[config.mk]
export PLATFORM = sky130hd
export DESIGN_NAME = csa_tree_pipe
export DESIGN_NICKNAME = d
export VERILOG_FILES = /design/src/rtl/csa_pkg.sv /design/src/rtl/csa3_2_row.sv /design/src/rtl/csa_tree_pipe.sv
export SDC_FILE = /design/constraint.sdc
export NUM_CORES = 1
export LEC_CHECK = 0
export ABC_AREA = 1
export CORE_MARGIN = 10
export CORE_UTILIZATION = 45
export DETAILED_ROUTE_END_ITERATION = 12
export PLACE_DENSITY = 0.73
export SKIP_CTS_REPAIR_TIMING = 1
export SLEW_MARGIN = 10
export SYNTH_ARGS = -nofsm -noshare
export SYNTH_HDL_FRONTEND = slang
export SYNTH_SLANG_ARGS = --single-unit
export TNS_END_PERCENT = 50
[constraint.sdc]
create_clock -name clock -period 5.38 [get_ports clock]
set_input_delay 1.076 -clock clock [delete_from_list [all_inputs] [get_ports clock]]
set_output_delay 1.076 -clock clock [all_outputs]
set_load 0.005 [all_outputs]
[src/rtl/csa_pkg.sv]
// csa_pkg: level/stage sizing helpers and the sum/carry pair type
// shared by the carry-save reduction tree.
package csa_pkg;

  function automatic int csa_next(input int n);
    return 2 * (n / 3) + (n % 3);
  endfunction

  function automatic int csa_width_after(input int n, input int lvl);
    int m;
    m = n;
    for (int i = 0; i < lvl; i++) begin
      if (m > 2) m = csa_next(m);
    end
    return m;
  endfunction

  function automatic int csa_levels(input int n);
    int m;
    int l;
    m = n;
    l = 0;
    while (m > 2) begin
      m = csa_next(m);
      l++;
    end
    return l;
  endfunction

  function automatic int csa_stages(input int n, input int r);
    return (csa_levels(n) + r - 1) / r;
  endfunction

  localparam int CSA_DEF_LEVELS = csa_levels(8);
  localparam int CSA_DEF_STAGES = csa_stages(8, 2);

endpackage

`ifndef CSA_PAIR_T
`define CSA_PAIR_T(W) struct packed { logic [(W)-1:0] sum; logic [(W)-1:0] carry; }
`endif

[src/rtl/csa3_2_row.sv]
// csa3_2_row: one WIDTH-bit 3:2 compressor row; the carry is
// pre-shifted into sum alignment with its top bit dropped.
module csa3_2_row
  import csa_pkg::*;
#(
  parameter int WIDTH = 13
) (
  input  logic [WIDTH-1:0] a,
  input  logic [WIDTH-1:0] b,
  input  logic [WIDTH-1:0] c,
  output logic [WIDTH-1:0] sum,
  output logic [WIDTH-1:0] carry
);

  logic [WIDTH-1:0] maj;

  assign sum   = a ^ b ^ c;
  assign maj   = (a & b) | ((a ^ b) & c);
  assign carry = maj << 1;

endmodule

[src/rtl/csa_tree_pipe.sv]
// csa_tree_pipe: pipelined Wallace-style 3:2 reduction of NUM_IN operands.
// CSA_TREE_FINAL_ADD_EN adds a registered final adder stage and io_out_res.
module csa_tree_pipe
  import csa_pkg::*;
#(
  parameter int WIDTH     = 13,
  parameter int NUM_IN    = 8,
  parameter int REG_EVERY = 2
) (
  input  logic                    clock,
  input  logic                    reset,
  input  logic                    io_flush,
  input  logic                    io_in_valid,
  output logic                    io_in_ready,
  input  logic [NUM_IN*WIDTH-1:0] io_in_bits,
  output logic                    io_out_valid,
  input  logic                    io_out_ready,
  output logic [WIDTH-1:0]        io_out_sum,
`ifdef CSA_TREE_FINAL_ADD_EN
  output logic [WIDTH-1:0]        io_out_carry,
  output logic [WIDTH-1:0]        io_out_res
`else
  output logic [WIDTH-1:0]        io_out_carry
`endif
);

  localparam int L = csa_levels(NUM_IN);
  localparam int S = csa_stages(NUM_IN, REG_EVERY);
`ifdef CSA_TREE_FINAL_ADD_EN
  localparam int ST = S + 1;
`else
  localparam int ST = S;
`endif

  typedef `CSA_PAIR_T(WIDTH) csa_pair_t;

  logic [ST-1:0] vld;
  logic [ST-1:0] adv;
  logic          chain;
  logic          accept;
  csa_pair_t     tree_out;

  // Advance ripples back from the consumer; never depends on io_in_*.
  always_comb begin
    adv   = '0;
    chain = io_out_ready;
    for (int i = ST - 1; i >= 0; i--) begin
      adv[i] = !vld[i] || chain;
      chain  = adv[i];
    end
  end

  assign io_in_ready = adv[0] && !io_flush;
  assign accept      = io_in_valid && io_in_ready;

  for (genvar j = 0; j < L; j++) begin : lvl
    localparam int N  = csa_width_after(NUM_IN, j);
    localparam int NO = csa_width_after(NUM_IN, j + 1);
    localparam int T  = N / 3;
    localparam int RM = N % 3;

    logic [N*WIDTH-1:0]  vin;
    logic [NO*WIDTH-1:0] v;

    if (j == 0) begin : g_src
      assign vin = io_in_bits;
    end else if (j % REG_EVERY == 0) begin : g_src
      assign vin = stg[j/REG_EVERY-1].q;
    end else begin : g_src
      assign vin = lvl[j-1].v;
    end

    for (genvar k = 0; k < T; k++) begin : row
      csa3_2_row #(
        .WIDTH(WIDTH)
      ) u_row (
        .a    (vin[(3*k)*WIDTH +: WIDTH]),
        .b    (vin[(3*k+1)*WIDTH +: WIDTH]),
        .c    (vin[(3*k+2)*WIDTH +: WIDTH]),
        .sum  (v[(2*k)*WIDTH +: WIDTH]),
        .carry(v[(2*k+1)*WIDTH +: WIDTH])
      );
    end

    if (RM > 0) begin : g_pass
      assign v[2*T*WIDTH +: RM*WIDTH] = vin[3*T*WIDTH +: RM*WIDTH];
    end
  end

  for (genvar s = 0; s < S; s++) begin : stg
    localparam int HI = ((s + 1) * REG_EVERY < L) ? (s + 1) * REG_EVERY : L;
    localparam int NQ = csa_width_after(NUM_IN, HI);

    logic [NQ*WIDTH-1:0] q;
    logic                v;
    logic                fv;
    logic                cap;

    if (s == 0) begin : g_fv
      assign fv = accept;
    end else begin : g_fv
      assign fv = vld[s-1];
    end

    assign cap    = adv[s] && fv && !io_flush;
    assign vld[s] = v;

    always_ff @(posedge clock or posedge reset) begin
      if (reset) begin
        v <= 1'b0;
        q <= '0;
      end else begin
        if (io_flush) v <= 1'b0;
        else if (adv[s]) v <= fv;
        if (cap) q <= lvl[HI-1].v;
      end
    end
  end

  // The last tree level always leaves the sum in slot 0, carry in slot 1.
  assign tree_out = {stg[S-1].q[0 +: WIDTH], stg[S-1].q[WIDTH +: WIDTH]};

`ifdef CSA_TREE_FINAL_ADD_EN
  logic             fa_v;
  csa_pair_t        fa_q;
  logic [WIDTH-1:0] fa_res;

  assign vld[S] = fa_v;

  always_ff @(posedge clock or posedge reset) begin
    if (reset) begin
      fa_v   <= 1'b0;
      fa_q   <= '0;
      fa_res <= '0;
    end else begin
      if (io_flush) fa_v <= 1'b0;
      else if (adv[S]) fa_v <= vld[S-1];
      if (adv[S] && vld[S-1] && !io_flush) begin
        fa_q   <= tree_out;
        fa_res <= tree_out.sum + tree_out.carry;
      end
    end
  end

  assign io_out_valid = fa_v;
  assign io_out_sum   = fa_q.sum;
  assign io_out_carry = fa_q.carry;
  assign io_out_res   = fa_res;
`else
  assign io_out_valid = vld[S-1];
  assign io_out_sum   = tree_out.sum;
  assign io_out_carry = tree_out.carry;
`endif

endmodule

=== After elaboration in Yosys (flattened, before gate mapping) ===
Index checks and enable logic that the tools add are counted.

* RAM bits: 0
* Memories kept: 0
* Bits in read-only memories: 0
* Word-level logic and storage cells: 51
* Output and inout port bits: 28
* Flip-flop bits (word level): 77
* Bits in latches: 0
* Input port bits: 109

* Multiply operators: 0
* Add/subtract/negate cells: 0
* Bitwise operators: 30
* Divide/modulo/power cells: 0
* Eq/ne operators: 0
* Reduce and logical (&&, ||, !) cells: 13
* Shift operators: 0
* Muxes and demuxes: 4
* Order comparisons: 0

{| class="wikitable"
|+ Operator list
! kind !! number
|-
| $xor A13 B13 Y13 || 12
|-
| $and A12 B12 Y12 || 12
|-
| $or A12 B12 Y12 || 6
|-
| $logic_and A1 B1 Y1 || 6
|-
| $mux W1 || 4
|-
| $reduce_bool A2 Y1 || 2
|-
| $logic_not A1 Y1 || 3
|-
| $logic_or A1 B1 Y1 || 2
|}

=== Longest topological paths before layout ===
* Word-level depth: 7
* Mapped depth: 10
* Depth with buffers taken out: 10

=== Cells and area by module ===
A second synthesis with hierarchy kept.

* Cells, all modules: 489
* Area total of the unflattened synthesis: 4971.0 µm²

{| class="wikitable"
|+ Modules (own cells, without submodules)
! module !! area an instance (µm²) !! seq. area each (µm²) !! instances !! cells an instance
|-
| csa_tree_pipe || 3251.9 || 2001.9 || 1 || 351
|-
| csa3_2_row || 286.5 || 0.0 || 6 || 23
|}

=== Least setup slack after synthesis ===
OpenSTA, ideal clock, no wires.

* Path type: input-to-output
* Start: input port io_out_ready
* End: output port io_in_ready
* Cell stages on the path: 4
* Arrival time: 1400 ps
* Setup slack: 2904 ps
* Required time: 4304 ps
* Path buffers: 0
* Path through: nor2_2 > nand2_2 > nand2_4 > inv_1

* Cells in the longest elaborated chain, start to end: 3

{| class="wikitable"
|+ Ends and longest elaborated chain
! what !! RTL line !! text
|-
| from (decl) || csa_tree_pipe.sv:17 || <nowiki>input logic io_out_ready,</nowiki>
|-
| $logic_or A1 B1 Y1 (2 in a row) || csa_tree_pipe.sv:48 || <nowiki>adv[i] = !vld[i] || chain;</nowiki>
|-
| $logic_and A1 B1 Y1 || csa_tree_pipe.sv:53 || <nowiki>assign io_in_ready = adv[0] && !io_flush;</nowiki>
|-
| to (decl) || csa_tree_pipe.sv:14 || <nowiki>output logic io_in_ready,</nowiki>
|}

Every way passes these cells.

=== Worst setup path after layout ===
Same ends and word-level chain as after synthesis.

==> results.rst <==
.. list-table::
   :header-rows: 1

   * - Metric
     - Value
   * - Net switching component of the power
     - 0.6859 mW
   * - Average via count per standard cell
     - 4.454
   * - Total DRC errors in the routed layout
     - 0
   * - Setup repair after global routing missed its margin
     - false
   * - DR WL met3
     - about 480 um
   * - Final Hold Fails
     - 0
   * - Switching share of power
     - 0.3204
   * - Startpoint class of the critical path
     - input port
   * - Remaining antenna violation count
     - 0
   * - Total number of clock tree sinks
     - 76
   * - Antenna violations before repair
     - 0
   * - Slew of the pin with the lowest slew margin
     - 953.4 ps
   * - Total standard cell area after synthesis
     - 5025 um^2
   * - Final global-route overflow total
     - 0
   * - CP Cell Sequence
     - clkdlybuf4s50_1 -> nor2_2 -> nand2_2 -> nand2_4 -> inv_1 -> clkdlybuf4s50_1
   * - Type of element capturing the critical path
     - output pin
   * - Synthesized area per cell
     - approximately 9.8 um^2
   * - I/O pin count
     - 137
   * - Total instance count after detailed placement
     - 774
   * - Clock buffer depth
     - 2
   * - Number of max-capacitance violations reported
     - 0
   * - Antenna diode instance count
     - 0
   * - Mean routed wirelength per cell
     - about 13 um
   * - Biggest area contributors in the synthesized netlist
     - dfrtp_1 (38%), fa_1 (27%), inv_1 (11%)
   * - Top library cells by usage in the layout, fill and taps aside
     - inv_1 (152), clkdlybuf4s50_1 (134), nand2_1 (110), dfrtp_1 (76), fa_1 (68)
   * - DR vias
     - ~3500
   * - Accumulated negative setup slack
     - 0 ps
   * - Setup violation total in the final timing report
     - 0
   * - Violation count after the first detailed-route iteration
     - between 200 and 250
   * - Post-Route M1 WL
     - just over 4000 um
   * - Hold Path Class
     - flip-flop to flip-flop
   * - Layout cell share with drive strength beyond 1
     - 0.07231
   * - Cell seen most often among critical-path stages
     - clkdlybuf4s50_1
   * - Router iterations before antenna repair
     - 5
   * - H-tree depth
     - 3
   * - Hold slack final
     - about 480 ps
   * - Distinct cell type count of the synthesized netlist
     - 24
   * - Final weighted congestion in routability-driven placement
     - 0.7572
   * - Clock-pin slew on the worst setup and hold paths
     - 90 ps
   * - Combinational cell fraction of total power
     - 0.387
   * - Number of global-route vias before repair
     - roughly 3900
   * - DP HPWL
     - about 8600 um
   * - Share of total power in the clock network
     - 0.233
   * - Internal Pwr Total
     - 1.455 mW
   * - DIE HEIGHT
     - 125.7 um
   * - Effective utilization at floorplan
     - 0.4615
   * - Max Clock Skew
     - about 12 ps
   * - Cell accounting for the most synthesized area
     - dfrtp_1
   * - Peak Freq
     - 295.7 MHz
   * - Critical Path Slowest Stage Cell
     - clkdlybuf4s50_1
   * - Type of the setup path with the least slack
     - input port to output pin
   * - Flop and latch count out of synthesis
     - 76
   * - Clock tree root buffer cell
     - clkbuf_8
   * - Headroom to the max-slew limit
     - 0.3644
   * - Arrival time at the worst endpoint
     - 2310 ps
   * - Crit path required time
     - about 4300 ps
   * - Final-layout fill cell count
     - roughly 960
   * - Leak Pwr
     - 3.269 nW
   * - Layout Nets
     - 825
   * - Clock insertion delay at the later pin of the skew report
     - 350 ps
   * - Number of port buffers
     - 134
   * - Commonest non-fill, non-tap cell in the layout
     - inv_1
   * - Syn-to-layout area delta
     - 31.90%
   * - Site Rows
     - 38
   * - Part of the power in registers
     - 0.380
   * - Global-route wire length before repair
     - 17980 um
   * - TritonCTS clock tree
     - yes
   * - Longest individual stage delay on the worst path
     - 440 ps
   * - Highest fanout seen on the critical path
     - 2
   * - Largest vdd supply drop
     - 0.1357 mV
   * - Number of max-slew violations in the final report
     - 0
   * - Post-Syn Instances
     - between 500 and 600
   * - Number of buffers inserted during clock tree synthesis
     - 9
   * - Wirelength, routed
     - 10520 um
   * - Ratio of final minimum period to clock period
     - 0.6286
   * - Power per cell area
     - ~320 nW/um^2
   * - Warning count from the yosys run
     - 0
   * - Number of standard cells in the layout, taps in and fillers out
     - 790
   * - Core footprint
     - about 11000 um^2
   * - Met2 WL post-DR
     - ~5700 um
   * - Result of the run
     - finished, final reports clean
   * - Sequential fraction of the synthesis area
     - 0.3785
   * - Topmost layer with routed signal wires
     - met4
   * - Overall Global Routing Usage
     - 0.1368
   * - Clock period minus final worst setup slack
     - 3382 ps
   * - Pin count of the biggest net entering global routing
     - 77
   * - Die area
     - 15790 um^2
   * - Floorplan die width
     - 125.7 um
   * - Share of Yosys cell area claimed by the top area cell type
     - 0.3785
[power groups by stage]
stage	Combinational (mW)	Sequential, mW	Clock, mW
floorplan	0.452	0.818	0
global placement	0.818	0.815	0
detailed placement	0.855	0.824	0
CTS	0.857	0.814	0.514
global route	0.956	0.832	0.537
finish	0.829	0.813	0.499
[cell usage after synthesis (all sizes together)]
cell type,instances
a21oi,1
xor2,1
inv,154
nand3b,2
o21ai,69
xnor2,3
ha,3
nor2,2
nand3,6
dfrtp,76
conb,1
buf,16
nand2,112
fa,68
clkbuf,1
[worst paths after layout]
check                                         startpoint                          to  slack (ps)  cells past startpoint
worst min register to register   stg[1].q[5]$_DFFE_PP0P_     stg[1].q[5]$_DFFE_PP0P_         480                      2
worst max-delay path                        io_out_ready                 io_in_ready        2000                      6
worst max register to register  io_out_valid$_DFFE_PP0P_  lvl[2].vin[35]$_DFFE_PP0P_        3520                      8
min in group asynchronous                          reset  lvl[2].vin[40]$_DFFE_PP0P_        1350                      3
worst min-delay path             stg[1].q[5]$_DFFE_PP0P_     stg[1].q[5]$_DFFE_PP0P_         480                      2
max in group asynchronous                          reset  lvl[2].vin[21]$_DFFE_PP0P_        3420                      3
[state kept, by name (all words and copies together), names as in the netlist]
name          count
stg.q            24
stg.v             1
lvl.vin          50
io_out_valid      1
[area by class of cell]
cell class / count / area [um^2] / share of cell area
clock buffers: 10 / 137.6 / 0.02077
multi-input cells: 269 / 2385 / 0.3598
flip-flops and latches: 76 / 1902 / 0.2870
inverters: 154 / 584.3 / 0.08816
well taps: 140 / 175.2 / 0.02643
repair buffers: 135 / 1349 / 0.2035
clock inverters: 6 / 95.09 / 0.01435
[routing by layer]
metal  track usage  up-vias
met5             0        -
li1              -     1728
met3       0.02685       10
met4       0.05149        0
met2        0.2495       83
met1        0.1537     1698
[worst max-delay path, delay by kind of cell]
family	cells	cell delay (ps)
buf+inv	3	890
simple gates	3	330
[kinds of logic after synthesis]
family / count (synthesis) / share of synthesized area
simple gates: 122 / 0.1008
compound gates: 70 / 0.08690
xor+xnor: 4 / 0.006973
buf+inv: 171 / 0.1477
fa+ha+maj: 71 / 0.2784
other cells: 1 / 0.0007463
flops: 76 / 0.3785
[per-stage QoR]
stage	power [mW]	instance area (um^2)	setup WS, ps	util
global placement	1.633	6395	2015	0.5873
global route	2.326	6628	1955	0.6087
floorplan	1.270	5029	2366	-
CTS	2.185	6628	1987	0.6087
finish	2.140	6628	1998	0.6087
detailed placement	1.678	6395	1996	0.5873
Power figures use the tool's default switching activity.
